File: config.mk
export PLATFORM = sky130hd
export DESIGN_NAME = lstm_sequencer_flat
export DESIGN_NICKNAME = d
export VERILOG_FILES = /design/src/rtl/lstm_ctrl_pkg.sv /design/src/rtl/lstm_sequencer_if.sv /design/src/rtl/lstm_sequencer_fifo.sv /design/src/rtl/lstm_sequencer.sv /design/src/flat_wrapper.sv
export SDC_FILE = /design/constraint.sdc
export NUM_CORES = 1
export LEC_CHECK = 0
export BUFFER_PORTS_ARGS = -buffer_cell sky130_fd_sc_hd__buf_4
export CAP_MARGIN = 20
export CORE_AREA = 2 2 540 542
export CTS_BUF_LIST = sky130_fd_sc_hd__clkbuf_8
export CTS_CLUSTER_SIZE = 16
export DETAILED_ROUTE_END_ITERATION = 10
export DIE_AREA = 0 0 542 544
export GPL_ROUTABILITY_DRIVEN = 0
export PLACE_DENSITY = 0.3
export SLEW_MARGIN = 20
export SYNTH_ARGS = -nofsm -noshare
export SYNTH_HDL_FRONTEND = slang
export SYNTH_SLANG_ARGS = --single-unit
File: constraint.sdc
create_clock -name clk -period 2.7 [get_ports clk]
set_clock_uncertainty 0.2 [all_clocks]
set_input_delay 0.27 -clock clk [delete_from_list [all_inputs] [get_ports clk]]
set_output_delay 0.27 -clock clk [all_outputs]
set_load 0.01 [all_outputs]
File: src/rtl/lstm_ctrl_pkg.sv
// Shared types and register-map helpers for the LSTM sequencer.
package lstm_ctrl_pkg;

  typedef enum logic [1:0] {
    IDLE  = 2'd0,
    ISSUE = 2'd1,
    WAIT  = 2'd2
  } state_t;

  localparam int unsigned KIND_WX = 0;
  localparam int unsigned KIND_WH = 1;
  localparam int unsigned KIND_BX = 2;
  localparam int unsigned KIND_BH = 3;

  localparam int unsigned CTRL_CLEAR_BIT = 31;

  function automatic int unsigned state_base(input int unsigned layers);
    return 16 * layers;
  endfunction

  function automatic int unsigned ctrl_index(input int unsigned layers);
    return 20 * layers;
  endfunction

endpackage

File: src/rtl/lstm_sequencer_if.sv
// Register-update write port from the AXI4-Lite slave.
interface lstm_sequencer_if;
  logic [31:0] update_addr;
  logic [31:0] update_data;
  logic        update_valid;

  modport master (output update_addr, update_data, update_valid);
  modport slave  (input  update_addr, update_data, update_valid);
endinterface

File: src/rtl/lstm_sequencer_fifo.sv
// Synchronous FIFO with occupancy count; caller never pushes when full without a pop.
module sync_fifo #(
  parameter int unsigned WIDTH = 16,
  parameter int unsigned DEPTH = 8
) (
  input  logic                     clk,
  input  logic                     rst_n,
  input  logic                     push,
  input  logic                     pop,
  input  logic [WIDTH-1:0]         din,
  output logic [WIDTH-1:0]         dout,
  output logic                     full,
  output logic                     empty,
  output logic [$clog2(DEPTH):0]   level
);
  localparam int unsigned AW = (DEPTH > 1) ? $clog2(DEPTH) : 1;

  logic [WIDTH-1:0] mem [DEPTH];
  logic [AW-1:0]    wr_ptr;
  logic [AW-1:0]    rd_ptr;

  always_ff @(posedge clk) begin
    if (push) mem[wr_ptr] <= din;
  end

  always_ff @(posedge clk or negedge rst_n) begin
    if (!rst_n) begin
      wr_ptr <= '0;
      rd_ptr <= '0;
      level  <= '0;
    end else begin
      if (push) wr_ptr <= wr_ptr + 1'b1;
      if (pop)  rd_ptr <= rd_ptr + 1'b1;
      case ({push, pop})
        2'b10:   level <= level + 1'b1;
        2'b01:   level <= level - 1'b1;
        default: level <= level;
      endcase
    end
  end

  assign dout  = mem[rd_ptr];
  assign full  = (level == ($clog2(DEPTH)+1)'(DEPTH));
  assign empty = (level == '0);
endmodule

File: src/rtl/lstm_sequencer.sv
// Register-write decoder, x-sample issue FSM and result capture for the LSTM datapath.
module lstm_sequencer
  import lstm_ctrl_pkg::*;
#(
  parameter int unsigned LAYERS     = 4,
  parameter int unsigned WEIGHTS    = 4,
  parameter int unsigned WIDTH      = 16,
  parameter int unsigned FIFO_DEPTH = 8
) (
  input  logic                              clk,
  input  logic                              rst,
  lstm_sequencer_if.slave                   upd,
  output logic [LAYERS*WEIGHTS*WIDTH-1:0]   weight_x,
  output logic [LAYERS*WEIGHTS*WIDTH-1:0]   weight_h,
  output logic [LAYERS*WEIGHTS*WIDTH-1:0]   bias_x,
  output logic [LAYERS*WEIGHTS*WIDTH-1:0]   bias_h,
  output logic [LAYERS*WEIGHTS-1:0]         weight_x_valid,
  output logic [LAYERS*WEIGHTS-1:0]         weight_h_valid,
  output logic [LAYERS*WEIGHTS-1:0]         bias_x_valid,
  output logic [LAYERS*WEIGHTS-1:0]         bias_h_valid,
  output logic [LAYERS*WIDTH-1:0]           C_in,
  output logic [LAYERS*WIDTH-1:0]           h_in,
  output logic [LAYERS-1:0]                 C_in_valid,
  output logic [LAYERS-1:0]                 h_in_valid,
  input  logic                              ready,
  output logic [WIDTH-1:0]                  x_in,
  output logic                              x_in_valid,
  input  logic [WIDTH-1:0]                  y_out,
  input  logic [WIDTH-1:0]                  C_out,
  input  logic                              valid,
  output logic [WIDTH-1:0]                  y_result,
  output logic [WIDTH-1:0]                  C_result,
  output logic                              result_valid,
  output logic [15:0]                       sample_count,
  output logic [$clog2(FIFO_DEPTH):0]       fifo_level,
  output logic                              busy,
  output logic                              overflow,
  output logic                              param_err
);
  localparam int unsigned SLOTS = LAYERS * WEIGHTS;
  localparam int unsigned SW    = (SLOTS > 1)  ? $clog2(SLOTS)  : 1;
  localparam int unsigned LW    = (LAYERS > 1) ? $clog2(LAYERS) : 1;
  localparam logic [29:0] SBASE = 30'(state_base(LAYERS));
  localparam logic [29:0] CIDX  = 30'(ctrl_index(LAYERS));
  localparam logic [29:0] KSPAN = 30'(4 * LAYERS);
  localparam logic [29:0] LSPAN = 30'(LAYERS);

  state_t           state;
  logic [29:0]      idx;
  logic [1:0]       kind;
  logic [SW-1:0]    slot;
  logic [1:0]       skind;
  logic [LW-1:0]    layer;
  logic             wr_ok, param_wr, state_wr, ctrl_wr, clear_req, push_req;
  logic             push, pop, full, empty, busy_now;
  logic [WIDTH-1:0] head, wdata;
  logic             unused_data;

  always_comb begin
    idx       = upd.update_addr[31:2];
    wdata     = upd.update_data[WIDTH-1:0];
    kind      = 2'(idx / KSPAN);
    slot      = SW'(idx % KSPAN);
    skind     = 2'((idx - SBASE) / LSPAN);
    layer     = LW'(idx % LSPAN);
    wr_ok     = upd.update_valid && (upd.update_addr[1:0] == 2'b00);
    param_wr  = wr_ok && (idx < SBASE);
    // Only the C and h sub-regions of the state block are live; k=2,3 are reserved.
    state_wr  = wr_ok && (idx >= SBASE) && (idx < CIDX) && (skind < 2'd2);
    ctrl_wr   = wr_ok && (idx == CIDX);
    clear_req = ctrl_wr && upd.update_data[CTRL_CLEAR_BIT];
    push_req  = ctrl_wr && !upd.update_data[CTRL_CLEAR_BIT];
  end

  assign pop      = (state == IDLE) && !empty && ready;
  assign push     = push_req && (!full || pop);
  assign busy_now = (state != IDLE) || !empty;
  assign busy     = busy_now;

  assign unused_data = ^upd.update_data[30:WIDTH];

  sync_fifo #(.WIDTH(WIDTH), .DEPTH(FIFO_DEPTH)) u_fifo (
    .clk   (clk),
    .rst_n (rst),
    .push  (push),
    .pop   (pop),
    .din   (wdata),
    .dout  (head),
    .full  (full),
    .empty (empty),
    .level (fifo_level)
  );

  always_ff @(posedge clk or negedge rst) begin
    if (!rst) begin
      state          <= IDLE;
      weight_x       <= '0;
      weight_h       <= '0;
      bias_x         <= '0;
      bias_h         <= '0;
      weight_x_valid <= '0;
      weight_h_valid <= '0;
      bias_x_valid   <= '0;
      bias_h_valid   <= '0;
      C_in           <= '0;
      h_in           <= '0;
      C_in_valid     <= '0;
      h_in_valid     <= '0;
      x_in           <= '0;
      x_in_valid     <= 1'b0;
      y_result       <= '0;
      C_result       <= '0;
      result_valid   <= 1'b0;
      sample_count   <= '0;
      overflow       <= 1'b0;
      param_err      <= 1'b0;
    end else begin
      weight_x_valid <= '0;
      weight_h_valid <= '0;
      bias_x_valid   <= '0;
      bias_h_valid   <= '0;
      C_in_valid     <= '0;
      h_in_valid     <= '0;
      x_in_valid     <= 1'b0;
      result_valid   <= 1'b0;

      if (param_wr || state_wr) begin
        if (busy_now) begin
          param_err <= 1'b1;
        end else if (param_wr) begin
          case (kind)
            2'(KIND_WX): begin weight_x <= {SLOTS{wdata}}; weight_x_valid[slot] <= 1'b1; end
            2'(KIND_WH): begin weight_h <= {SLOTS{wdata}}; weight_h_valid[slot] <= 1'b1; end
            2'(KIND_BX): begin bias_x   <= {SLOTS{wdata}}; bias_x_valid[slot]   <= 1'b1; end
            default:     begin bias_h   <= {SLOTS{wdata}}; bias_h_valid[slot]   <= 1'b1; end
          endcase
        end else if (skind == 2'd0) begin
          C_in[layer*WIDTH +: WIDTH] <= wdata;
          C_in_valid[layer]          <= 1'b1;
        end else begin
          h_in[layer*WIDTH +: WIDTH] <= wdata;
          h_in_valid[layer]          <= 1'b1;
        end
      end

      if (clear_req) begin
        overflow  <= 1'b0;
        param_err <= 1'b0;
      end
      if (push_req && full && !pop) overflow <= 1'b1;

      // The pop happens on the IDLE->ISSUE edge so x_in_valid is visible throughout ISSUE.
      unique case (state)
        IDLE: begin
          if (pop) begin
            x_in       <= head;
            x_in_valid <= 1'b1;
            state      <= ISSUE;
          end
        end
        ISSUE: state <= WAIT;
        WAIT: begin
          if (valid) begin
            y_result     <= y_out;
            C_result     <= C_out;
            result_valid <= 1'b1;
            sample_count <= sample_count + 16'd1;
            state        <= IDLE;
          end
        end
        default: state <= IDLE;
      endcase
    end
  end
endmodule

File: src/flat_wrapper.sv
// flat-port wrapper written by rule: the top's interface ports become plain ports
module lstm_sequencer_flat import lstm_ctrl_pkg::*;
#(
  parameter int unsigned LAYERS     = 4,
  parameter int unsigned WEIGHTS    = 4,
  parameter int unsigned WIDTH      = 16,
  parameter int unsigned FIFO_DEPTH = 8
)
  (clk, rst, weight_x, weight_h, bias_x, bias_h, weight_x_valid, weight_h_valid, bias_x_valid, bias_h_valid, C_in, h_in, C_in_valid, h_in_valid, ready, x_in, x_in_valid, y_out, C_out, valid, y_result, C_result, result_valid, sample_count, fifo_level, busy, overflow, param_err, upd_update_addr, upd_update_data, upd_update_valid);
  lstm_sequencer_if upd_i ();
  input  logic clk;
  input  logic rst;
  output logic [LAYERS*WEIGHTS*WIDTH-1:0] weight_x;
  output logic [LAYERS*WEIGHTS*WIDTH-1:0] weight_h;
  output logic [LAYERS*WEIGHTS*WIDTH-1:0] bias_x;
  output logic [LAYERS*WEIGHTS*WIDTH-1:0] bias_h;
  output logic [LAYERS*WEIGHTS-1:0] weight_x_valid;
  output logic [LAYERS*WEIGHTS-1:0] weight_h_valid;
  output logic [LAYERS*WEIGHTS-1:0] bias_x_valid;
  output logic [LAYERS*WEIGHTS-1:0] bias_h_valid;
  output logic [LAYERS*WIDTH-1:0] C_in;
  output logic [LAYERS*WIDTH-1:0] h_in;
  output logic [LAYERS-1:0] C_in_valid;
  output logic [LAYERS-1:0] h_in_valid;
  input  logic ready;
  output logic [WIDTH-1:0] x_in;
  output logic x_in_valid;
  input  logic [WIDTH-1:0] y_out;
  input  logic [WIDTH-1:0] C_out;
  input  logic valid;
  output logic [WIDTH-1:0] y_result;
  output logic [WIDTH-1:0] C_result;
  output logic result_valid;
  output logic [15:0] sample_count;
  output logic [$clog2(FIFO_DEPTH):0] fifo_level;
  output logic busy;
  output logic overflow;
  output logic param_err;
  input wire logic [$bits(upd_i.update_addr)-1:0] upd_update_addr;
  input wire logic [$bits(upd_i.update_data)-1:0] upd_update_data;
  input wire logic [$bits(upd_i.update_valid)-1:0] upd_update_valid;
  assign upd_i.update_addr = upd_update_addr;
  assign upd_i.update_data = upd_update_data;
  assign upd_i.update_valid = upd_update_valid;
  lstm_sequencer #(.LAYERS(LAYERS), .WEIGHTS(WEIGHTS), .WIDTH(WIDTH), .FIFO_DEPTH(FIFO_DEPTH)) u_core (.clk(clk), .rst(rst), .upd(upd_i), .weight_x(weight_x), .weight_h(weight_h), .bias_x(bias_x), .bias_h(bias_h), .weight_x_valid(weight_x_valid), .weight_h_valid(weight_h_valid), .bias_x_valid(bias_x_valid), .bias_h_valid(bias_h_valid), .C_in(C_in), .h_in(h_in), .C_in_valid(C_in_valid), .h_in_valid(h_in_valid), .ready(ready), .x_in(x_in), .x_in_valid(x_in_valid), .y_out(y_out), .C_out(C_out), .valid(valid), .y_result(y_result), .C_result(C_result), .result_valid(result_valid), .sample_count(sample_count), .fifo_level(fifo_level), .busy(busy), .overflow(overflow), .param_err(param_err));
endmodule
Yosys cells after proc, flatten, opt, wreduce, memory -nomap -nowiden
Memories as Yosys holds them, arrays and structs flattened. A register that Yosys moved wholly into a read port is not among the register bits.
Cells that the tools add are included.
- register bits after elaboration: 1288
- RAM bits: 128
- memories kept: 1
- $add $sub $neg: 7
- order comparisons: 8
- equality and inequality tests: 10
- shift-type cells: 2
- multiplexer cells: 45
- bitwise operators: 4
- reduce and logical (&&, ||, !) cells: 44
- memories (name ; depth ; width ; read ports ; clocked after Yosys merged registers in ; wr ports ; line ; text):
    u_core.u_fifo.mem ; 8 ; 16 ; 1 ; 1 ; 1 ; lstm_sequencer_fifo.sv:18 ; logic [WIDTH-1:0] mem [DEPTH];
- operators by type and width (operator ; number):
    16-bit two-way mux ; 16
    64-bit bitwise mux ; 2
    16-bit by 34-bit variable shift with 64-bit output (first input constant) ; 1
    16-bit by 34-bit indexed part select with 64-bit output ; 1
    30-bit by 7-bit less-than comparator with 1-bit output (second input constant) ; 2
    6-bit negator with 34-bit output ; 1
    4-bit two-way mux ; 8
    30-bit by 7-bit == test with 1-bit output (second input constant) ; 1
    30-bit by 7-bit greater-or-equal comparator with 1-bit output (second input constant) ; 1
    4-bit AND reduction ; 6
    16-bit by 1-bit adder with 16-bit output (second input constant) ; 1
    1-bit logical AND ; 15
    1-bit two-way mux ; 13
    2-bit nonzero test ; 5
    2-bit logical NOT ; 4
    4-bit case mux with 2 select lines ; 1
    2-bit AND reduction ; 4
    4-bit by 1-bit subtractor with 4-bit output (second input constant) ; 2
    3-bit by 1-bit adder with 3-bit output (second input constant) ; 2
    2-bit by 1-bit == test with 1-bit output (second input constant) ; 3
    2-bit == test (second input constant) ; 3
    2-bit case mux with 3 select lines ; 1
    1-bit logical NOT ; 5
    4-bit by 5-bit less-than comparator with 1-bit output (second input constant) ; 1
    other kinds (15) ; 21

Longest topological paths before layout
- word-level depth: 8
- mapped depth: 11
- mapped depth without buffers: 11

Cells and area by module
Synthesis repeated with hierarchy kept, for this count alone.
- cell total of the unflattened synthesis: 2140
- area, all modules: 25489.4 um2
- modules (own cells, without submodules) (module ; times used ; cells each ; area each (um2) ; seq. area each (um2)):
    lstm_sequencer ; 1 ; 1899 ; 19987.9 ; 8358.0
    sync_fifo ; 1 ; 241 ; 5501.5 ; 4093.9

Worst setup path before layout
OpenSTA, ideal clock, no wires.
- kind: input to register
- start point: input upd_update_addr[23]
- end point: memory u_core.u_fifo.mem[0][0], enable pin
- data arrival time: 2.559 ns
- data required time: 2.091 ns
- path slack: -0.468 ns
- stages on the path: 7
- path buffers: 1
- cells stage by stage: nor4_1 > nand4_1 > nor2_1 > and3_1 > clkbuf_1 > nand2b_1 > nor3_1
- longest elaborated chain between the ends: 6
- ends and longest elaborated chain (item ; line ; text):
    start, declared ; flat_wrapper.sv:39 ; input wire logic [$bits(upd_i.update_addr)-1:0] upd_update_addr;
    30-bit by 7-bit == test with 1-bit output ; lstm_sequencer.sv:70 ; ctrl_wr = wr_ok && (idx == CIDX);
    1-bit logical AND ; lstm_sequencer.sv:70 ;
    1-bit logical AND ; lstm_sequencer.sv:72 ; push_req = ctrl_wr && !upd.update_data[CTRL_CLEAR_BIT];
    1-bit logical AND ; lstm_sequencer.sv:76 ; assign push = push_req && (!full || pop);
    1-bit two-way mux ; lstm_sequencer_fifo.sv:23 ; if (push) mem[wr_ptr] <= din;
    1-bit two-way mux (implied by the code) ; lstm_sequencer_fifo.sv:23 ;
    end, declared ; lstm_sequencer_fifo.sv:18 ;
Every way passes these cells.

Final worst setup path
- start point: input upd_update_addr[13]
- end point: register u_core.bias_h[244]
- longest elaborated chain between the ends: 6
- elaborated cells between the ends (all ways): 9
- those cells by class: order compare: 3; reduce/logical: 6
- ends and longest elaborated chain (item ; line ; text):
    30-bit by 7-bit greater-or-equal comparator with 1-bit output ; lstm_sequencer.sv:69 ; state_wr = wr_ok && (idx >= SBASE) && (idx < CIDX) && (skind < 2'd2);
    1-bit logical AND (3 in a row) ; lstm_sequencer.sv:69 ;
    1-bit logical OR ; lstm_sequencer.sv:127 ; if (param_wr || state_wr) begin
    4-bit AND reduction (no source line) * ; n/a ;
    end signal, assigned ; lstm_sequencer.sv:100 ; bias_h <= '0;
    end signal, assigned ; lstm_sequencer.sv:135 ; default: begin bias_h <= {SLOTS{wdata}}; bias_h_valid[slot] <= 1'b1; end
    end, declared ; lstm_sequencer.sv:16 ; output logic [LAYERS*WEIGHTS*WIDTH-1:0] bias_h,
Mark *: on every way between the ends. The rest lies on a longest branch, timed or not.
A chain may end at the register's enable or synchronous reset.

==> flow_metrics.env <==
export IMPL_fill_cells=32900
export IMPL_grt_usage_pct=7.94
export IMPL_routed_wl_microns=124000
export IMPL_register_area_sq_mm=0.0125
export IMPL_cts_sinks=472
export IMPL_cap_viol_max_count=0
export IMPL_cts_inserted_buffers=106
export IMPL_slew_viol_final=0
export IMPL_synthCells=2298
export IMPL_syn2layout_area_growth_pct=50.1
export IMPL_layout_common_cells="buf_4, dfrtp_1, nand2_1, dlygate4sd3_1"
export IMPL_hold_depth=4
export IMPL_htree_levels=3
export IMPL_setup_viol=0
export IMPL_final_layout_size_suffix_gt1_share_pct=56.4
export IMPL_p_per_area_mw_per_mm2=553
export IMPL_crit_path_frequent_cell="buf_4"
export IMPL_arrival_ns=3.18
export IMPL_grt_pass1_vias=17300
export IMPL_hold_viol_final=0
export IMPL_yosysSeqAreaShare_pct=50.3
export IMPL_largest_reg_flops=128
export IMPL_post_drt_wl_per_cell_microns=18.0
export IMPL_fin_total_pwr_mw=20.5
export IMPL_relSlewSlack_pct=39.8
export IMPL_layout_commonest_cell="buf_4"
export IMPL_grt_max_degree=65
export IMPL_endpoint_kind="flop"
export IMPL_cts_root_buf="clkbuf_8"
export IMPL_grt_overflow_total=0
export IMPL_reg_largest_list="u_core.u_fifo.mem x128, u_core.C_in x64, u_core.h_in x64"
export IMPL_core_sq_mm=0.289
export IMPL_placed_cells=6549
export IMPL_final_period_utilization_pct=99.3
export IMPL_drtIter0Drc=611
export IMPL_critPathKind="primary input to flop"
export IMPL_leakagePower_nw=17.4
export IMPL_vias=17700
export IMPL_slowest_delay_ns=0.57
export IMPL_cp_cell_sequence="dlygate4sd3_1, buf_4, nor4_4, nand3_2, buf_6, dlygate4sd3_1, nor4_2, buf_4, buf_4, nand3_2, buf_12, mux2_1"
export IMPL_start_util_pct=8.56
export IMPL_grt_setup_unrepaired="no"
export IMPL_synth_top_cell_area_share_pct=34.8
export IMPL_critical_path_startpoint_type="primary input"
export IMPL_synth_edf_count=128
export IMPL_path_clk_slew_ns=0.06
export IMPL_nets=3108
export IMPL_die_area_sq_mm=0.295
export IMPL_fp_dieH_microns=544
export IMPL_die_w_microns=542
export IMPL_cts_tree="yes"
export IMPL_design_area_sq_mm=0.0372
export IMPL_io_buffers=1382
export IMPL_first_pass_iters=4
export IMPL_final_cell_count_no_fill=6897
export IMPL_vias_per_cell=2.57
export IMPL_ios=1398
export IMPL_required_ns=3.20
export IMPL_crit_path_top_delay_cell="dlygate4sd3_1"
export IMPL_clkLatencyLatePin_ns=0.91
export IMPL_top_register="u_core.u_fifo.mem"
export IMPL_clk_path_buf_depth=4
export IMPL_synth_ff_type="dfrtp_1"
export IMPL_synth_nets=2413
export IMPL_synth_area_leaders="dfrtp_1, buf_4, edfxtp_1"
export IMPL_synth_distinct_cells=42
export IMPL_placed_cell_area_sq_mm=0.0336
export IMPL_postRouteAntennaNets=0
export IMPL_syn_area_per_cell_sq_um=10.8
export IMPL_ys_warn_count=0
export IMPL_syn_area_sq_mm=0.0248
export IMPL_period_needed_ns=2.68
export IMPL_irDropWorstVdd_v=0.000368
export IMPL_multi_input_area_sq_mm=0.00489
export IMPL_synth_top_area_cell="dfrtp_1"
export IMPL_holdWs_ns=0.151
export IMPL_hpwl_microns=91800
export IMPL_hold_path_class="primary input to flop"
export IMPL_tns_ns=0
export IMPL_fmax_ghz=0.373
export IMPL_num_rows=198
export IMPL_drc=0
export IMPL_ys_async_sr_fraction_pct=72.9
export IMPL_antenna_found_initial=27
export IMPL_worst_pin_slew_ns=0.903
export IMPL_cp_max_fo=16
export IMPL_grt_pass1_wl_microns=159000
export IMPL_synth_seq_cells=472
export IMPL_status="finished, final reports clean"
export IMPL_r2r_cells=9
-- cells in the mapped netlist, drive strengths merged (11+ instances only) --
| library cell | n |
|---|---|
| nor2 | 97 |
| clkbuf | 56 |
| nand3 | 17 |
| o21ai | 128 |
| nand2 | 315 |
| mux2 | 68 |
| mux2i | 17 |
| edfxtp | 128 |
| nand4 | 11 |
| xnor2 | 17 |
| a21oi | 21 |
| ha | 13 |
| mux4 | 32 |
| dfrtp | 344 |
| buf | 970 |
-- kinds of logic after synthesis --
| family | share of synthesized area (%) |
|---|---|
| xor gates and xnor gates | 0.778 |
| buffers and inverters | 30.3 |
| DFF | 50.3 |
| muxes | 6.69 |
| and+or+nand+nor | 8.07 |
| adders and majority gates | 0.738 |
| AOI/OAI and AO/OA | 3.16 |
-- layout make-up --
type                            count  area share (%)
Inverter                            9          0.0909
Clock buffer                      120            4.45
Tap cell                         3800            12.8
Clock inverter                     63            1.04
Multi-Input combinational cell    791            13.1
Antenna cell                       29           0.195
Timing Repair Buffer             1613            34.7
Sequential cell                   472            33.5
-- critical path, delay by kind of cell --
kind / cells / cell delay (ns)
muxes: 1 / 0.35
buffers and inverters: 7 / 1.89
and+or+nand+nor: 4 / 0.59
-- per-stage QoR --
step                utilization, %  setup slack [ns]
global placement              11.6            -0.369
global route                  12.8            0.0140
floorplan                        -           -0.0426
finish                        12.8            0.0196
detailed placement            11.6            -0.252
CTS                           12.8           0.00556
-- final timing paths --
| kind | startpoint | to | slack (ns) |
|---|---|---|---|
| max | upd_update_addr[13] | u_core.bias_h[244] | 0.02 |
| min | valid | u_core.state[1] | 0.15 |
| max reg2reg | u_core.u_fifo.level[1] | u_core.bias_h[244] | 0.26 |
| min reg2reg | u_core.C_result[1] | u_core.C_result[1] | 0.27 |
| max in group asynchronous | rst | u_core.u_fifo.rd_ptr[2] | 1.21 |
| min in group asynchronous | rst | u_core.bias_x[240] | 0.53 |
-- routing by layer --
layer	vias to the layer above	share of wire, %	GRT usage [%]
li1	7988	-	-
met1	8628	39	9.17
met2	984	50	13.9
met3	147	8.1	2.36
met4	2	2.8	2.56
met5	-	0.010	0
-- power by group --
group          switching [mW]  total (mW)  internal [mW]  leakage [nW]
Clock                    3.76        8.16           4.40          1.17
Combinational            2.36        4.25           1.90          10.4
Sequential              0.319        8.12           7.80          5.82
-- repair_timing --
item / 4_1_cts / 5_1_grt
setup endpoints to repair: 129 / 56
endpoints found under the hold margin: 791 / 0
pin swaps: 0 / 2
setup buffers: 0 / 3
hold buffers: 134 / 0
resized for setup: 9 / 8
No activity file was read; power rests on OpenSTA's default activity.
